**src/rtl/pipeline_ctrl_pkg.sv**
```systemverilog
// Shared definitions for the pipeline hazard/halt controller.
// FSM state constants, the SYSTEM opcode, the drain length and the load-use hazard test.
package pipeline_ctrl_pkg;

  typedef logic [1:0] state_t;

  localparam state_t StRun    = 2'd0;
  localparam state_t StDrain  = 2'd1;
  localparam state_t StHalted = 2'd2;

  localparam logic [6:0] OPC_SYSTEM   = 7'h73;
  localparam logic [1:0] DRAIN_CYCLES = 2'd2;

  function automatic logic load_use_hazard(
    input logic       ex_is_load,
    input logic       ex_nop,
    input logic [4:0] ex_rd,
    input logic [4:0] id_rs1,
    input logic [4:0] id_rs2,
    input logic       id_use_rs1,
    input logic       id_use_rs2
  );
    return ex_is_load && !ex_nop && (ex_rd != 5'd0) &&
           (((ex_rd == id_rs1) && id_use_rs1) || ((ex_rd == id_rs2) && id_use_rs2));
  endfunction

endpackage

```
**src/rtl/pipe_perf_cnt.sv**
```systemverilog
// Pair of saturating event counters for stall and flush cycles.
// Width is parameterised so the counters can be narrowed when needed.
module pipe_perf_cnt #(
  parameter int unsigned Width = 32
) (
  input  logic             clk,
  input  logic             rst,
  input  logic             stall_inc,
  input  logic             flush_inc,
  output logic [Width-1:0] stall_cnt,
  output logic [Width-1:0] flush_cnt
);

  logic [Width-1:0] stall_q, flush_q;

  always_ff @(posedge clk) begin
    if (rst) begin
      stall_q <= '0;
      flush_q <= '0;
    end else begin
      if (stall_inc && (stall_q != '1)) stall_q <= stall_q + 1'b1;
      if (flush_inc && (flush_q != '1)) flush_q <= flush_q + 1'b1;
    end
  end

  assign stall_cnt = stall_q;
  assign flush_cnt = flush_q;

endmodule

```
**src/rtl/pipeline_ctrl.sv**
```systemverilog
// Pipeline stage-register control: load-use stalls, redirect flushes and SYSTEM drain/halt.
// Optional performance counters are built only when PIPE_PERF_CNT_EN is defined.
module pipeline_ctrl
  import pipeline_ctrl_pkg::*;
(
  input  logic        clk,
  input  logic        rst,
  input  logic [4:0]  id_rs1,
  input  logic [4:0]  id_rs2,
  input  logic        id_use_rs1,
  input  logic        id_use_rs2,
  input  logic [4:0]  ex_rd,
  input  logic        ex_is_load,
  input  logic        ex_nop,
  input  logic [6:0]  ex_opcode,
  input  logic        ex_redirect,
  input  logic        resume,
  output logic        pc_we,
  output logic        if_id_we,
  output logic        if_id_nop,
  output logic        id_ex_we,
  output logic        id_ex_nop,
  output logic        halted,
  output logic [31:0] stall_cnt,
  output logic [31:0] flush_cnt
);

  state_t     state_q, state_d;
  logic [1:0] drain_q, drain_d;
  logic       halted_q;
  logic       is_system, is_redirect, is_load_use;

  assign is_system   = (ex_opcode == OPC_SYSTEM) && !ex_nop;
  assign is_redirect = ex_redirect && !ex_nop;
  assign is_load_use = load_use_hazard(ex_is_load, ex_nop, ex_rd, id_rs1, id_rs2,
                                       id_use_rs1, id_use_rs2);

  always_comb begin
    pc_we     = 1'b1;
    if_id_we  = 1'b1;
    if_id_nop = 1'b0;
    id_ex_we  = 1'b1;
    id_ex_nop = 1'b0;
    state_d   = state_q;
    drain_d   = drain_q;
    case (state_q)
      StRun: begin
        if (is_system) begin
          pc_we     = 1'b0;
          if_id_nop = 1'b1;
          id_ex_nop = 1'b1;
          state_d   = StDrain;
          drain_d   = DRAIN_CYCLES;
        end else if (is_redirect) begin
          if_id_nop = 1'b1;
          id_ex_nop = 1'b1;
        end else if (is_load_use) begin
          pc_we     = 1'b0;
          if_id_we  = 1'b0;
          id_ex_nop = 1'b1;
        end
      end
      StDrain: begin
        pc_we     = 1'b0;
        if_id_nop = 1'b1;
        id_ex_nop = 1'b1;
        drain_d   = (drain_q == 2'd0) ? 2'd0 : drain_q - 2'd1;
        // Halt once the count reaches zero on this cycle's decrement.
        if (drain_q <= 2'd1) state_d = StHalted;
      end
      StHalted: begin
        pc_we    = 1'b0;
        if_id_we = 1'b0;
        id_ex_we = 1'b0;
        if (resume) state_d = StRun;
      end
      default: begin
        state_d = StRun;
        drain_d = 2'd0;
      end
    endcase
  end

  always_ff @(posedge clk) begin
    if (rst) begin
      state_q  <= StRun;
      drain_q  <= 2'd0;
      halted_q <= 1'b0;
    end else begin
      state_q  <= state_d;
      drain_q  <= drain_d;
      halted_q <= (state_d == StHalted);
    end
  end

  assign halted = halted_q;

`ifdef PIPE_PERF_CNT_EN
  logic stall_ev, flush_ev;

  // Events mirror the RUN-state priority so only the winning action is counted.
  assign flush_ev = (state_q == StRun) && !is_system && is_redirect;
  assign stall_ev = (state_q == StRun) && !is_system && !is_redirect && is_load_use;

  pipe_perf_cnt #(
    .Width (32)
  ) u_perf (
    .clk       (clk),
    .rst       (rst),
    .stall_inc (stall_ev),
    .flush_inc (flush_ev),
    .stall_cnt (stall_cnt),
    .flush_cnt (flush_cnt)
  );
`else
  assign stall_cnt = 32'd0;
  assign flush_cnt = 32'd0;
`endif

endmodule

```
**config.mk**
```make
export PLATFORM = sky130hd
export DESIGN_NAME = pipeline_ctrl
export DESIGN_NICKNAME = d
export VERILOG_FILES = /design/src/rtl/pipeline_ctrl_pkg.sv /design/src/rtl/pipe_perf_cnt.sv /design/src/rtl/pipeline_ctrl.sv
export SDC_FILE = /design/constraint.sdc
export NUM_CORES = 1
export LEC_CHECK = 0
export ABC_AREA = 1
export CORE_UTILIZATION = 34
export DETAILED_ROUTE_END_ITERATION = 8
export HOLD_SLACK_MARGIN = 0.15
export PLACE_DENSITY = 0.91
export SYNTH_ARGS = -nofsm -noshare
export SYNTH_HDL_FRONTEND = slang
export SYNTH_SLANG_ARGS = --single-unit
```
**constraint.sdc**
```tcl
create_clock -name clk -period 4.9 [get_ports clk]
set_clock_uncertainty 0.1 [all_clocks]
set_input_delay 1.47 -clock clk [delete_from_list [all_inputs] [get_ports clk]]
set_output_delay 1.47 -clock clk [all_outputs]
set_load 0.01 [all_outputs]
```
==> impl_metrics.yaml, run 1 <==
outcome:
  status: "finished, final reports clean"
pwr:
  p_per_area_nw_per_um2: 122.0
  power_frac_seq_pct: 26.0
  p_leak_nw: 0.7234
  power.share.clock_pct: 28.9
  ir_worst_vdd_mv: 0.07871
  combPwrFrac_pct: 45.0
  total_power_mw: 0.1593
  power_switching_mw: 0.05733
  internal_power_mw: 0.1020
  p_sw_share_pct: 35.98
setup_path:
  required_ns: 3.33
  worstSetupPathType: "input port to primary output"
  cp_data_arrival_time_ns: 3.16
  endpoint: "id_ex_nop"
  critPathLaunch: "ex_rd[4]"
  reg2reg_depth: 8
  cp_max_fo: 3
  startpoint_type: "input port"
  ff2ff_setup_slack_ns: 3.46
  worstReg2RegStart: "state_q[0]"
  r2r-end: "halted"
  end_kind: "primary output"
sta:
  setup_violations: 0
  min_period_ns: 4.733
  finalSetupTns_ns: 0
  fin_crit_sh_pct: 96.60
  hold_violations: 0
  drv_slew: 0
  rsz0062_at_grt: "false"
  fmax_mhz: 211.3
yosys:
  synthFlopType: "dfxtp_1"
  synth_seq_area_share_pct: 8.949
  syn_area_per_cell_um2: 6.249
  synth_edf_count: 0
  yosys.area.top_type: "buf_4"
  synth_top_family_by_area: "buffers and inverters"
  yosysMostFrequentCell: "buf_4"
  synth_area_leaders: "buf_4, nand2_1, dfxtp_1, inv_1, nor2_1"
  synth_cells: 179
  synth_mux_area_share_pct: 0
  yosys.area_share.simple_pct: 29.75
  syn_area_um2: 1119
  synth.top_cell.area_share_pct: 42.95
  ys_warn_count: 0
  ys_types: 23
  synth_compound_area_share_pct: 5.145
  synth_common_cells: "buf_4, nand2_1, inv_1, nor2_1, inv_2"
  ys_ff_latch: 5
  synth_fa_ha_area_share_pct: 4.474
  synthArstFlopShare_pct: 0
  synth_xor_area_share_pct: 0
die:
  io-pin-count: 100
  die-width_um: 59.36
  die_area_um2: 3523
  die_y_um: 59.36
  core_um2: 3078
  num_rows: 20
  start_util_pct: 36.34
placed_design:
  gp_congestion: 0.9443
  io_buffers: 35
  dp_cells: 257
  place_hpwl_um: 1705
finish:
  fillers: 326
  drive_gt1_share_pct: 10.14
  area_growth_syn_to_layout_pct: 16.78
  instances_no_fill: 261
  nNetsFinal: 252
  antennaDiodeCount: 0
global_routing:
  grt_pass1_vias: 732
  grt_overflow_total: 0
  grt_max_degree: 6
  grt_first_pass_wirelength_um: 2760
  antenna_found_initial: 0
  grtUsageTotal_pct: 10.20
route:
  vias_per_cell: 3.617
  ant_nets: 0
  drc: 0
  via_count: 944
  drt_pre_antenna_iters: 4
  drt_wl_total_um: 1831
  wl_per_cell_um: 7.015
  drt_iter0_drc: 16
clocking:
  cts_resized: 0
  clk_pin_slew_ns: 0.04
  cts_tree: "built"
  cts_htree_levels: 1
  clock-sinks: 5
  cts_buffer_depth: 2
  cts-root-buf: "clkbuf_4"
  clock_latency_ns: 0.24
  hold_buffers: 0
  post_cts_buffers: 0
  cts_inserted_buffers: 3
job:
  cap_violations: 0
hold_path:
  worstHoldPathType: "flop to flop"
## cells by family (layout without fill, tap and decap cells)
logic type / count (synthesis) / in the layout
buffers and inverters: 89 / 64
and+or+nand+nor: 71 / 71
AOI/OAI and AO/OA: 9 / 9
DFF: 5 / 5
adders and majority gates: 4 / 4
other: 1 / 64
## power by group through the flow
stage | logic (mW) | registers, mW | clock network [mW]
final | 0.0718 | 0.0415 | 0.0461
after global routing | 0.0804 | 0.0414 | 0.0519
after CTS | 0.0710 | 0.0415 | 0.0474
after detailed placement | 0.0708 | 0.0422 | 0
after global placement | 0.0703 | 0.0421 | 0
after floorplan | 0.0773 | 0.0421 | 0
## placed cells by master, fill, tap and decap left out, types with 2 or more instances in the layout
| cell | synthesis | routed |
|---|---|---|
| ha_1 | 4 | 4 |
| nand2_1 | 37 | 37 |
| nor2_1 | 14 | 14 |
| o21a_1 | 2 | 2 |
| dfxtp_1 | 5 | 5 |
| o21ai_1 | 3 | 3 |
| inv_1 | 18 | 18 |
| nand2_2 | 2 | 2 |
| nand3_1 | 6 | 6 |
| clkdlybuf4s50_1 | 0 | 35 |
| nor2_4 | 3 | 3 |
| inv_2 | 7 | 7 |
| nor2_2 | 3 | 3 |
| conb_1 | 1 | 64 |
| clkbuf_4 | 0 | 3 |
| nand4_1 | 2 | 2 |
## metrics by stage
stage / area, µm² / hold slack, ns / utilization [%] / setup slack [ns]
global route: 1306 / 0.4633 / 42.44 / 0.04442
global placement: 1280 / 0.3981 / 41.59 / 0.1633
detailed placement: 1280 / 0.4114 / 41.59 / 0.1578
floorplan: 1355 / 0.3765 / - / 1.278
CTS: 1306 / 0.4175 / 42.44 / 0.1561
finish: 1306 / 0.4223 / 42.44 / 0.1666
## registers in the layout, summed over array words and instances, names as in the netlist
signal	cells
drain_q	2
state_q	2
halted	1
## worst min-delay path by stage
stage | startpoint | endpoint | depth (start not counted)
6_report | drain_q[0] | drain_q[0] | 2
5_1_grt | drain_q[0] | drain_q[0] | 2
4_1_cts | drain_q[0] | drain_q[0] | 2
3_5_place_dp | drain_q[0] | drain_q[0] | 2
3_3_place_gp | drain_q[0] | drain_q[0] | 2
2_1_floorplan | drain_q[0] | drain_q[0] | 2
## critical path, cell delays in order
cell and delay, ns:
clkdlybuf4s50_1 0.52, inv_2 0.06, nand2_1 0.05, nand2_1 0.06
nor2_2 0.11, nand3_1 0.09, nand2_2 0.10, nand2_2 0.05
a21oi_2 0.12, clkdlybuf4s50_1 0.54
## routing by layer
metal	vias up	track usage [%]	wire length (µm)	share of wire, %
li1	487	-	-	-
met1	387	10.69	656	36
met2	64	19.10	925	51
met3	6	1.965	191	10
met4	0	5.102	58	3.2
met5	-	0	0	0
## layout make-up
| class | instances | area (µm²) | share of cell area, % |
|---|---|---|---|
| sequential | 5 | 100.1 | 7.663 |
| tap | 44 | 55.05 | 4.215 |
| inverter | 25 | 93.84 | 7.184 |
| timing repair buffer | 35 | 350.3 | 26.82 |
| clock buffer | 4 | 26.28 | 2.011 |
| multi-input combinational | 148 | 680.7 | 52.11 |
No activity file was read; power rests on OpenSTA's default activity.
==> run 2, diff against run 1 <==
--- a/config.mk
+++ b/config.mk
@@ -9,4 +9,5 @@
 export CORE_UTILIZATION = 34
 export DETAILED_ROUTE_END_ITERATION = 8
+export GPL_TIMING_DRIVEN = 0
 export HOLD_SLACK_MARGIN = 0.15
 export PLACE_DENSITY = 0.91
==> constraint.sdc (replaced) <==
create_clock -name clk -period 4.9 [get_ports clk]
set_clock_uncertainty 0.1 [all_clocks]
set_input_delay 1.47 -clock clk [delete_from_list [all_inputs] [get_ports clk]]
set_output_delay 1.47 -clock clk [all_outputs]
set_load 0.1 [all_outputs]
==> run 2 against run 1 <==
  * Register-to-register slack worse by 0.03 ns
  * Routed wire length is 21% higher
  * Combinational power rose to 4.3 times the previous value
  * Sequential power barely moved
  * Largest cell class is now buffers
  * Fmax is 1.1% higher
  * Power grew to 2.5 times the previous value
  * Worst hold slack lost 0.020 ns
==> impl_metrics.yaml, run 2 (synthesis results as in run 1) <==
outcome:
  status: "finished, final reports clean"
pwr:
  p_per_area_nw_per_um2: 224.1
  p_sw_share_pct: 65.95
  total_power_mw: 0.3988
  internal_power_mw: 0.1358
  power_frac_seq_pct: 10.4
  combPwrFrac_pct: 78.2
  ir_worst_vdd_mv: 0.1290
  p_leak_nw: 1.077
  power.share.clock_pct: 11.4
  power_switching_mw: 0.2630
clocking:
  clock-sinks: 5
  post_cts_buffers: 0
  cts_buffer_depth: 2
  hold_buffers: 0
  clock_latency_ns: 0.24
  cts-root-buf: "clkbuf_4"
  cts_htree_levels: 1
  clk_pin_slew_ns: 0.04
  cts_inserted_buffers: 3
  cts_tree: "built"
sta:
  rsz0062_at_grt: "false"
  setup_violations: 0
  min_period_ns: 4.683
  drv_slew: 0
  fmax_mhz: 213.5
  fin_crit_sh_pct: 95.57
  relSlewSlack_pct: 35.73
  hold_violations: 0
  worstMarginPinSlew_ns: 0.9611
setup_path:
  cp_max_fo: 4
  slowest_delay_ns: 0.54
  path_cells: "clkdlybuf4s50_1 > inv_2 > nand2_1 > nand2_1 > nor2_1 > nand3_1 > nand2_2 > nand3_1 > nand2_1 > nand2_1 > clkdlybuf4s15_2"
  required_ns: 3.33
  ff2ff_setup_slack_ns: 3.43
  cp_data_arrival_time_ns: 3.11
  r2r-end: "halted"
  worstReg2RegStart: "state_q[0]"
  worstSetupPathType: "input port to primary output"
  path_common_cell: "nand2_1"
  end_kind: "primary output"
  startpoint_type: "input port"
  crit_slowest_cell: "clkdlybuf4s50_1"
  cp.buffers_inverters: 3
  crit_family: "buffers and inverters"
  critPathLaunch: "ex_rd[1]"
  reg2reg_depth: 7
route:
  drc: 0
  drt_pre_antenna_iters: 4
  via_count: 1128
  ant_nets: 0
  drt_iter0_drc: 20
  vias_per_cell: 3.471
  wl_per_cell_um: 6.828
  drt_wl_total_um: 2219
placed_design:
  io_buffers: 35
  gp_congestion: 0.8377
  place_hpwl_um: 2127
  dpl_cell_area_um2: 1760
die:
  start_util_pct: 36.34
  num_rows: 20
  die_area_um2: 3523
  core_um2: 3078
  die_y_um: 59.36
  io-pin-count: 100
  die-width_um: 59.36
finish:
  nNetsFinal: 316
  fin_area_um2: 1779
  drive_gt1_share_pct: 32.03
  fillers: 303
  final_cell_mix: "buf_4, conb_1, nand2_1"
  antennaDiodeCount: 0
  area_growth_syn_to_layout_pct: 59.06
global_routing:
  grt_use_met1_pct: 13.61
  met2_usage_pct: 24.88
  grt_first_pass_wirelength_um: 3601
  grt_pass1_vias: 980
  grtUsageTotal_pct: 13.12
  grt.busiest_layer: "met2"
  grt_max_degree: 6
  grt_use_met3_pct: 2.402
  antenna_found_initial: 0
  grt_overflow_total: 0
hold_path:
  worstHoldPathType: "flop to flop"
  min_path_cells: 2
  holdPathEnd: "drain_q[0]"
  min-delay-start: "drain_q[0]"
job:
  cap_violations: 0
## run 2: through the flow
step           instances  hold WS (ns)  utilization (%)  TNS, ns  setup slack (ns)
6_report             325        0.4021            57.80        0            0.2170
2_1_floorplan        242        0.3765                -        0            0.2195
3_3_place_gp         321        0.3961            57.20   -1.342           -0.4495
3_5_place_dp         321        0.3953            57.20   -1.377           -0.4640
5_1_grt              325        0.4346            57.80        0           0.03674
4_1_cts              325        0.4008            58.13        0           0.02138
## run 2: per-layer routing
layer,up-vias,wire [µm]
li1,619,-
met1,444,796
met2,65,1176
met3,0,246
met4,0,0
met5,-,0
## run 2: timing repair
item,in CTS,in global routing
setup endpoints to repair,4,2
hold endpoints to repair,0,0
gates resized for setup,10,4
## run 2: how the worst max path moves through the flow
stage,cells after the start,slack [ns],to
3_5_place_dp,10,-0.46,id_ex_nop
2_1_floorplan,5,0.22,if_id_nop
5_1_grt,11,0.04,pc_we
3_3_place_gp,10,-0.45,id_ex_nop
4_1_cts,6,0.02,if_id_nop
6_report,11,0.22,pc_we
## run 2: cell type report
cell class	count	area, µm²	share of cell area, %
multi-input cells	148	680.7	38.26
plain buffers	64	480.5	27.00
repair buffers	35	342.8	19.27
flip-flops and latches	5	100.1	5.626
inverters	25	93.84	5.274
well taps	44	55.05	3.094
clock buffers	4	26.28	1.477
## run 2: power by group through the flow
stage	Sequential, mW	Clock [mW]	Combinational [mW]
floorplan	0.0424	0	0.279
global placement	0.0421	0	0.310
detailed placement	0.0422	0	0.311
CTS	0.0415	0.0471	0.310
global route	0.0414	0.0517	0.323
finish	0.0415	0.0454	0.312
## run 2: worst register-to-register path, cell delays in order (launching register included)
cell and delay (ns):
dfxtp_1 0.39, inv_1 0.08, ha_1 0.27, inv_2 0.11, o21ai_0 0.10, nor2_1 0.17, nor2_2 0.06, o21a_1 0.10
